[config.mk]
export PLATFORM = sky130hd
export DESIGN_NAME = regfile_param
export DESIGN_NICKNAME = d
export VERILOG_FILES = /design/src/rtl/regfile_param.sv
export SDC_FILE = /design/constraint.sdc
export NUM_CORES = 1
export LEC_CHECK = 0
export BUFFER_PORTS_ARGS = -buffer_cell sky130_fd_sc_hd__buf_2
export CAP_MARGIN = 20
export CORE_UTILIZATION = 33
export DETAILED_ROUTE_END_ITERATION = 12
export HOLD_SLACK_MARGIN = 0.1
export PLACE_DENSITY = 0.53
export SLEW_MARGIN = 20
export SYNTH_ARGS = -nofsm -noshare
export SYNTH_HDL_FRONTEND = slang
export SYNTH_SLANG_ARGS = --single-unit
export TNS_END_PERCENT = 50
[constraint.sdc]
create_clock -name clk -period 19.9 [get_ports clk]
set_input_delay 0.995 -clock clk [delete_from_list [all_inputs] [get_ports clk]]
set_output_delay 0.995 -clock clk [all_outputs]
set_load 0.005 [all_outputs]
[src/rtl/regfile_param.sv]
// Parametrised register file: two combinational read ports, one write port,
// optional write-to-read bypass, optional hardwired-zero r0 and a busy scoreboard.
module regfile_param #(
  parameter int WIDTH   = 32,
  parameter int DEPTH   = 8,
  parameter int AW      = $clog2(DEPTH),
  parameter bit ZERO_R0 = 1'b1,
  parameter bit BYPASS  = 1'b1
) (
  input  logic             clk,
  input  logic             reset,
  input  logic [AW-1:0]    ReadReg1,
  input  logic [AW-1:0]    ReadReg2,
  output logic [WIDTH-1:0] ReadData1,
  output logic [WIDTH-1:0] ReadData2,
  output logic             Busy1,
  output logic             Busy2,
  input  logic             RegWrite,
  input  logic [AW-1:0]    WriteReg,
  input  logic [WIDTH-1:0] WriteData,
  input  logic             Reserve,
  input  logic [AW-1:0]    ReserveReg,
  output logic [DEPTH-1:0] BusyVec
);

  logic [WIDTH-1:0] regs_q [DEPTH];
  logic [WIDTH-1:0] regs_d [DEPTH];
  logic [DEPTH-1:0] busy_q;
  logic [DEPTH-1:0] busy_d;

  logic wr_hit1, wr_hit2, rsv_hit1, rsv_hit2, zero1, zero2;

  always_comb begin
    regs_d = regs_q;
    busy_d = busy_q;
    if (RegWrite && !(ZERO_R0 && (WriteReg == '0))) begin
      regs_d[WriteReg] = WriteData;
    end
    // A new reservation supersedes a writeback from the previous producer.
    for (int i = 0; i < DEPTH; i++) begin
      if (Reserve && (ReserveReg == AW'(i))) begin
        busy_d[i] = 1'b1;
      end else if (RegWrite && (WriteReg == AW'(i))) begin
        busy_d[i] = 1'b0;
      end
    end
    if (ZERO_R0) begin
      busy_d[0] = 1'b0;
    end
  end

  always_ff @(posedge clk or posedge reset) begin
    if (reset) begin
      for (int i = 0; i < DEPTH; i++) begin
        regs_q[i] <= '0;
      end
      busy_q <= '0;
    end else begin
      regs_q <= regs_d;
      busy_q <= busy_d;
    end
  end

  always_comb begin
    zero1    = ZERO_R0 && (ReadReg1 == '0);
    zero2    = ZERO_R0 && (ReadReg2 == '0);
    wr_hit1  = BYPASS && RegWrite && (WriteReg == ReadReg1);
    wr_hit2  = BYPASS && RegWrite && (WriteReg == ReadReg2);
    rsv_hit1 = Reserve && (ReserveReg == ReadReg1);
    rsv_hit2 = Reserve && (ReserveReg == ReadReg2);

    ReadData1 = regs_q[ReadReg1];
    ReadData2 = regs_q[ReadReg2];
    Busy1     = busy_q[ReadReg1];
    Busy2     = busy_q[ReadReg2];

    if (wr_hit1) begin
      ReadData1 = WriteData;
      if (!rsv_hit1) Busy1 = 1'b0;
    end
    if (wr_hit2) begin
      ReadData2 = WriteData;
      if (!rsv_hit2) Busy2 = 1'b0;
    end
    // Reset must mask the bypass path too, not only the stored state.
    if (zero1 || reset) begin
      ReadData1 = '0;
      Busy1     = 1'b0;
    end
    if (zero2 || reset) begin
      ReadData2 = '0;
      Busy2     = 1'b0;
    end
  end

  assign BusyVec = busy_q;

endmodule

==> results of run 1 <==
==> cells by family (layout without fill, tap and decap cells) <==
group	after synthesis	after routing	share of synthesized area [%]
compound gates	206	206	11.3
mux	294	294	31.0
buf+inv	140	229	6.93
simple gates	154	154	5.91
other cells	1	1	0.0286
xor+xnor	12	12	0.801
flops	231	231	44.1
==> layer usage <==
layer	up-vias	wire length [um]
li1	4113	-
met1	4948	17800
met2	261	18700
met3	65	1860
met4	2	980
met5	-	13
==> stage by stage <==
stage	utilization [%]	worst slack, ns	instances
global route	37.9	14.66	1645
finish	37.9	14.83	1645
detailed placement	35.6	14.90	1597
global placement	35.6	14.93	1597
CTS	37.9	14.90	1645
floorplan	-	11.78	1038
==> cell usage in the layout, fill, tap and decap left out, drive strengths merged, types with 5 or more instances in the layout <==
cell type  Yosys  routed
mux4          66      66
nand2          8       8
inv           36      37
buf           89     145
dfrtp        231     231
nor3          67      67
o22ai         66      66
clkinv         0       5
xnor2         12      12
a211oi       129     129
mux2         224     224
clkbuf        15      38
nor2          64      64
==> registers in the layout (all words and copies together), names as in the netlist <==
| signal | flops |
|---|---|
| regs_q | 224 |
| BusyVec | 7 |
==> report_power, final <==
part	internal (mW)	leakage (nW)	switching, mW
registers	0.574	2.77	0.0719
clock network	0.297	0.434	0.202
logic	0.193	2.81	0.155
==> worst max-delay path by stage <==
stage	cells after the start	slack, ns	endpoint
2_1_floorplan	4	11.78	ReadData1[25]
3_3_place_gp	8	14.93	ReadData2[3]
3_5_place_dp	8	14.90	ReadData2[2]
4_1_cts	8	14.90	ReadData2[2]
5_1_grt	8	14.66	ReadData2[17]
6_report	8	14.83	ReadData2[10]
==> area by class of cell <==
cell class | instances | area (um^2) | area share, %
Clock buffer | 38 | 777 | 5.27
Clock inverter | 10 | 109 | 0.739
Inverter | 36 | 143 | 0.968
Multi-Input combinational cell | 667 | 6480 | 44.0
Sequential cell | 231 | 5780 | 39.2
Tap cell | 518 | 648 | 4.40
Timing Repair Buffer | 145 | 798 | 5.42
==> summary.md, run 1 <==
| Metric | Value |
|---|---|
| Max Slew Vio Count | 0 |
| First-pass GRT wire length | 61.3 mm |
| H-tree depth | 1 |
| Clock latency on the worst-skew pair | 0.53 ns |
| Mapped Cells | 1,038 |
| Slew HR | 32.1% |
| Final Wtd Congestion | 0.797 |
| Post-synth top area share | 44.1% |
| WHS | 0.504 ns |
| Die width | 201 um |
| Mapped Nets | 1,086 |
| CP Launch Type | input pin |
| GR Util met3 | 2.69% |
| Depth of the worst hold-timing path | 1 |
| Clock transition at path regs | 0.06 ns |
| Synthesized area per cell | 12.6 um^2 |
| FP Rows | 72 |
| Peak-usage layer in the global routing report | met2 |
| Gr usage total | 19.6% |
| Worst path cell trace | buf_2 > buf_4 > xnor2_1 > and4_1 > buf_4 > a211oi_1 > nor3_1 > buf_2 |
| Starting DRT DRC Count | 520 |
| Fmax | 197 MHz |
| Postcts setup bufs | 0 |
| Synthesis warning total | 0 |
| Hold_sp | regs_q[149] |
| Post-route minimum period | 5.07 ns |
| CTS buffer count | 27 |
| Synth unique cells | 32 |
| Vias in the first global route | 9,752 |
| Ant. Diodes | 0 |
| Max Cap Viol | 0 |
| Remaining DRCs | 0 |
| Post-Route Setup TNS | 0 ns |
| Top cells by area, synth | dfrtp_1 (44%), mux2_2 (19%), mux4_2 (11%), a211oi_1 (7.2%), o22ai_1 (3.1%) |
| Layout fillers | 3,810 |
| GRT overflow | 0 |
| Clk_skew | 0 ns |
| Number of synthesized flops with an enable pin | 0 |
| CP top delay family | buffers and inverters |
| Share of post-route cells with drive strength above 1 | 43.9% |
| R2r setup slk | 19.11 ns |
| Leak pwr | 6.01 nW |
| Worst path required time | 18.91 ns |
| Synthesized area | 13,100 um^2 |
| Total Wirelength | 39.3 mm |
| Area leader, netlist | dfrtp_1 |
| Part of the cycle the worst path needs | 25.5% |
| Total power | 1.49 mW |
| CTS root buf | clkbuf_16 |
| Most common flop cell mapped by yosys | dfrtp_1 |
| Starting Density | 33.7% |
| Most frequent cell after synthesis | dfrtp_1 |
| CP Capture Type | output port |
| CTS max path bufs | 3 |
| Worst Path Arrival | 4.07 ns |
| Via count | 9,389 |
| Hold path endpoint | regs_q[149] |
| Proportion of synthesized chip area in sequential cells | 44.1% |
| Met1 usage | 27.3% |
| CTS resizes | 0 |
| Core area | 38,900 um^2 |
| Post-synth ARST share | 100% |
| Largest net degree at the start of global routing | 112 |
| Post-Place Cell Area | 13,800 um^2 |
| Critical path's slowest cell | and4_1 |
| R2R depth | 1 |
| CP Buf/Inv Count | 4 |
| Fin nets | 1,156 |
| Drt pass-1 iters | 5 |
| Slowest cell delay on critical path | 0.72 ns |
| Worst-path maximum fanout | 42 |
| Routed Antenna Nets | 0 |
| Worst Setup SP | ReadReg2[2] |
| Actual slew at the worst max-slew pin | 1.02 ns |
| Final instance area | 14,700 um^2 |
| Final number of setup-violating endpoints | 0 |
| CTS tree | done |
| Hold Violations, Final | 0 |
| Antenna violations before repair | 1 |
| Worst vdd ir | 0.0000634 V |
| Clock sinks | 231 |
| Critical path class | input pin to output port |
| Total power divided by cell area | 101 nW/um^2 |
| Hold_buf cts | 0 |
| Commonest cells post-synth | dfrtp_1 (231), mux2_2 (224), a211oi_1 (125) |
| GR Util met2 | 31.8% |
| Vias per cell | 5.71 |
| Hpwl dp | 23.1 mm |
| Per-cell routed wire length | 23.9 um |
| Hold crit path type | register to register |
| Port Buffers | 120 |
| RSZ-0062 raised after global routing | no |
| Layout area overhead | 12.4% |
| Worst flop-to-flop path startpoint | regs_q[126] |
| Ports | 122 |
| Seq cells post-synth | 231 |
| Die Footprint | 40,500 um^2 |
| Status | completed |
| Die Y | 201 um |
| Reg2reg end | regs_q[126] |
No activity file was read; power rests on OpenSTA's default activity.
==> inputs of run 2 (changes only) <==
--- a/config.mk
+++ b/config.mk
@@ -5,6 +5,7 @@
 export SDC_FILE = /design/constraint.sdc
 export NUM_CORES = 1
 export LEC_CHECK = 0
+export ABC_AREA = 1
 export BUFFER_PORTS_ARGS = -buffer_cell sky130_fd_sc_hd__buf_2
 export CAP_MARGIN = 20
 export CORE_UTILIZATION = 33
==> constraint.sdc (replaced) <==
create_clock -name clk -period 5.18 [get_ports clk]
set_input_delay 0.259 -clock clk [delete_from_list [all_inputs] [get_ports clk]]
set_output_delay 0.259 -clock clk [all_outputs]
set_load 0.005 [all_outputs]
==> run 2 against run 1 <==
Against the previous run:
- sequential share of layout area fell by 3.7 points
- global-route usage rose by 4.8 points
- design area rose by 10%
- core utilization rose by 0.82 points
- routed wire length rose by 35%
- critical endpoint is now ReadData2[11]
- largest cell class unchanged
==> summary.md, run 2 <==
| Metric | Value |
|---|---|
| Setup ws final | 1.51 ns (-13.33 ns) |
| Sw Share | 33.4% (+4.7 points) |
| Clock transition at path regs | 0.05 ns (about the same) |
| CTS resizes | 0 (unchanged) |
| GRT overflow | 0 (unchanged) |
| Switching pwr | 1.93 mW (+350%) |
| GR Util met3 | 3.52% (+0.83 points) |
| CTS max path bufs | 3 (unchanged) |
| Starting Density | 33.5% (-0.18 points) |
| Status | completed |
| Total power | 5.78 mW (+290%) |
| Post-synth ARST share | 100% (unchanged) |
| First-pass GRT wire length | 82.0 mm (+34%) |
| Post-route minimum period | 3.67 ns |
| Hold Violations, Final | 0 (unchanged) |
| Met1 usage | 33.2% (+5.9 points) |
| Hold crit path type | input pin to register |
| Via count | 14.5k (+54%) |
| Critical path class | input pin to output port |
| Most frequent cell after synthesis | nand2_1 |
| Worst path required time | 4.92 ns (-13.99 ns) |
| Top cells by area, synth | dfrtp_1 (41%), nand2_1 (23%), nand3_1 (8.4%), nor2_1 (6.2%), o21ai_0 (5.4%) |
| Antenna violations before repair | 3 (+2) |
| Die Y | 209 um (+3.6%) |
| Worst Path Arrival | 3.42 ns (-0.65 ns) |
| H-tree depth | 1 (unchanged) |
| Ports | 122 (unchanged) |
| Sequential share of power | 41.2% (-2.1 points) |
| Vias per cell | 5.13 (-10%) |
| Seq cells post-synth | 231 (unchanged) |
| Largest register by flop count | regs_q |
| Gr usage total | 24.4% (+4.8 points) |
| CTS buffer count | 29 (+7.4%) |
| Most frequent cells in the layout | nand2_1 (855), nand3_1 (237), nor2_1 (234) |
| Clk_skew | 0 ns (unchanged) |
| Most common cell after layout, fill and taps aside | nand2_1 |
| Max Cap Viol | 0 (unchanged) |
| Commonest cells post-synth | nand2_1 (857), nand3_1 (237), nor2_1 (234) |
| Hold_sp | WriteReg[1] |
| Per-cell routed wire length | 18.9 um (-21%) |
| Fmax | 272 MHz |
| Number of synthesized flops with an enable pin | 0 (unchanged) |
| Area leader, netlist | dfrtp_1 |
| Proportion of synthesized chip area in sequential cells | 41.0% (-3.1 points) |
| Remaining DRCs | 0 (unchanged) |
| Mapped Cells | 2,186 (+110%) |
| Hpwl dp | 30.5 mm (+32%) |
| CP Capture Type | output port |
| Post-Route Setup TNS | 0 ns (unchanged) |
| Fin nets | 2,306 (+99%) |
| Slew HR | 26.2% (-5.9 points) |
| CTS root buf | clkbuf_16 |
| Synthesized area per cell | 6.45 um^2 (-49%) |
| Total internal power | 3.85 mW (+260%) |
| Layout area overhead | 15.4% |
| Layout Cells excl Fill | 2,818 (+71%) |
| Part of the cycle the worst path needs | 70.9% |
| Worst flop-to-flop path startpoint | BusyVec[7] |
| Postcts setup bufs | 0 (unchanged) |
| Total power divided by cell area | 355 nW/um^2 (+250%) |
| CTS tree | done |
| Synth unique cells | 28 (-13%) |
| Actual slew at the worst max-slew pin | 1.10 ns (+0.0869 ns) |
| Number of flip-flops in the largest register | 224 (unchanged) |
| Leak pwr | 8.32 nW (+38%) |
| Final number of setup-violating endpoints | 0 (unchanged) |
| Peak-usage layer in the global routing report | met2 |
| Starting DRT DRC Count | 1,499 (+190%) |
| Worst Setup SP | ReadReg2[0] |
| Largest net degree at the start of global routing | 109 (-2.7%) |
| Layout fillers | 4,566 (+20%) |
| FP Rows | 75 (+4.2%) |
| GR Util met2 | 39.6% (+7.8 points) |
| Final Wtd Congestion | 0.844 (+5.9%) |
| Port Buffers | 120 (unchanged) |
| Clock sinks | 231 (unchanged) |
| Drt pass-1 iters | 8 (+3) |
| Placed cells | 2,726 (+71%) |
| Clock latency on the worst-skew pair | 0.56 ns (+0.03 ns) |
| Share of post-route cells with drive strength above 1 | 9.75% (-34 points) |
| Logic pwr share | 23.5% (+0.2 points) |
| Mapped Nets | 2,234 (+110%) |
| RSZ-0062 raised after global routing | no |
| Routed Antenna Nets | 0 (unchanged) |
| Post-synth top area share | 41.0% (-3.1 points) |
| Synthesis warning total | 0 (unchanged) |
| Max Slew Vio Count | 0 (unchanged) |
| Worst slack at placement | 1.53 ns (-13.38 ns) |
| Synthesized area | 14,100 um^2 (+7.5%) |
| Total Wirelength | 53.2 mm (+35%) |
| Most common flop cell mapped by yosys | dfrtp_1 |
| Core area | 42,000 um^2 (+8.0%) |
| Die Footprint | 43,500 um^2 (+7.4%) |
| Worst vdd ir | 0.000250 V (+290%) |
| Clock power share | 35.3% (+1.9 points) |
| Worst-path maximum fanout | 38 (-9.5%) |
| Vias in the first global route | 13.7k (+40%) |
| Die width | 209 um (+3.6%) |
| CP Launch Type | input pin |
==> run 2: cell count changes after synthesis, sizes merged, moves of 30 or more <==
| cell | before | now |
|---|---|---|
| nand2 | 8 | 859 |
| nand3 | 0 | 237 |
| mux2 | 224 | 0 |
| o21ai | 4 | 197 |
| nor2 | 64 | 241 |
| a211oi | 129 | 0 |
| inv | 36 | 161 |
| a21oi | 2 | 97 |
| mux4 | 66 | 0 |
| o22ai | 66 | 0 |
| nor3 | 67 | 2 |
| clkbuf | 15 | 45 |
==> run 2: worst paths after layout <==
check | endpoint | slack, ns | cells past startpoint
max | ReadData2[11] | 1.51 | 10
min | regs_q[120] | 0.17 | 4
max reg2reg | BusyVec[7] | 3.89 | 3
min reg2reg | regs_q[217] | 0.48 | 2
max in group asynchronous | regs_q[216] | 3.66 | 4
min in group asynchronous | regs_q[110] | 0.46 | 3
==> run 2: worst max-delay path: stages <==
cell and delay (ns):
buf_2 0.60, clkinv_2 0.83, nand2_1 0.30, nand3_1 0.15, nor2_4 0.47, buf_4 0.40, nand2_1 0.08, nand2_1 0.06
nor2_1 0.06, buf_2 0.12
==> run 2: power groups by stage <==
stage	Combinational, mW	Sequential, mW	Clock [mW]
detailed placement	1.33	2.40	0
finish	1.36	2.38	2.04
floorplan	0.949	2.35	0
global route	1.56	2.42	2.14
CTS	1.36	2.37	2.07
global placement	1.31	2.39	0
==> run 2: cell type report <==
cell class                      count  area (um^2)  area share [%]
Multi-Input combinational cell   1645         7000            43.1
Sequential cell                   231         5780            35.5
Timing Repair Buffer              190         1250            7.69
Clock buffer                       40          827            5.09
Tap cell                          539          674            4.15
Inverter                          161          611            3.76
Clock inverter                     10          108           0.662
Antenna cell                        2         5.00          0.0308
==> run 2: cells by family after synthesis <==
family          share of synthesized area, %
other cells                           0.0266
xor+xnor                               0.124
flops                                   41.0
buf+inv                                 9.43
compound gates                          11.1
simple gates                            38.3
==> run 2: what timing repair did <==
action	in CTS	in global routing
hold endpoints to repair	92	0
endpoints found under the setup margin	0	0
hold buffers	40	0
==> run 2: per-stage QoR <==
stage / util [%] / instance area [um^2] / hold slack (ns)
4_1_cts: 38.7 / 16300 / 0.141
3_3_place_gp: 35.5 / 14900 / 0.466
3_5_place_dp: 35.5 / 14900 / 0.473
2_1_floorplan: - / 14100 / 0.355
5_1_grt: 38.7 / 16300 / 0.200
6_report: 38.7 / 16300 / 0.165
==> run 2: metal layers <==
metal	routed length, um	vias to the layer above
li1	-	7010
met1	23500	6803
met2	24400	532
met3	3490	111
met5	9	-
met4	1710	2
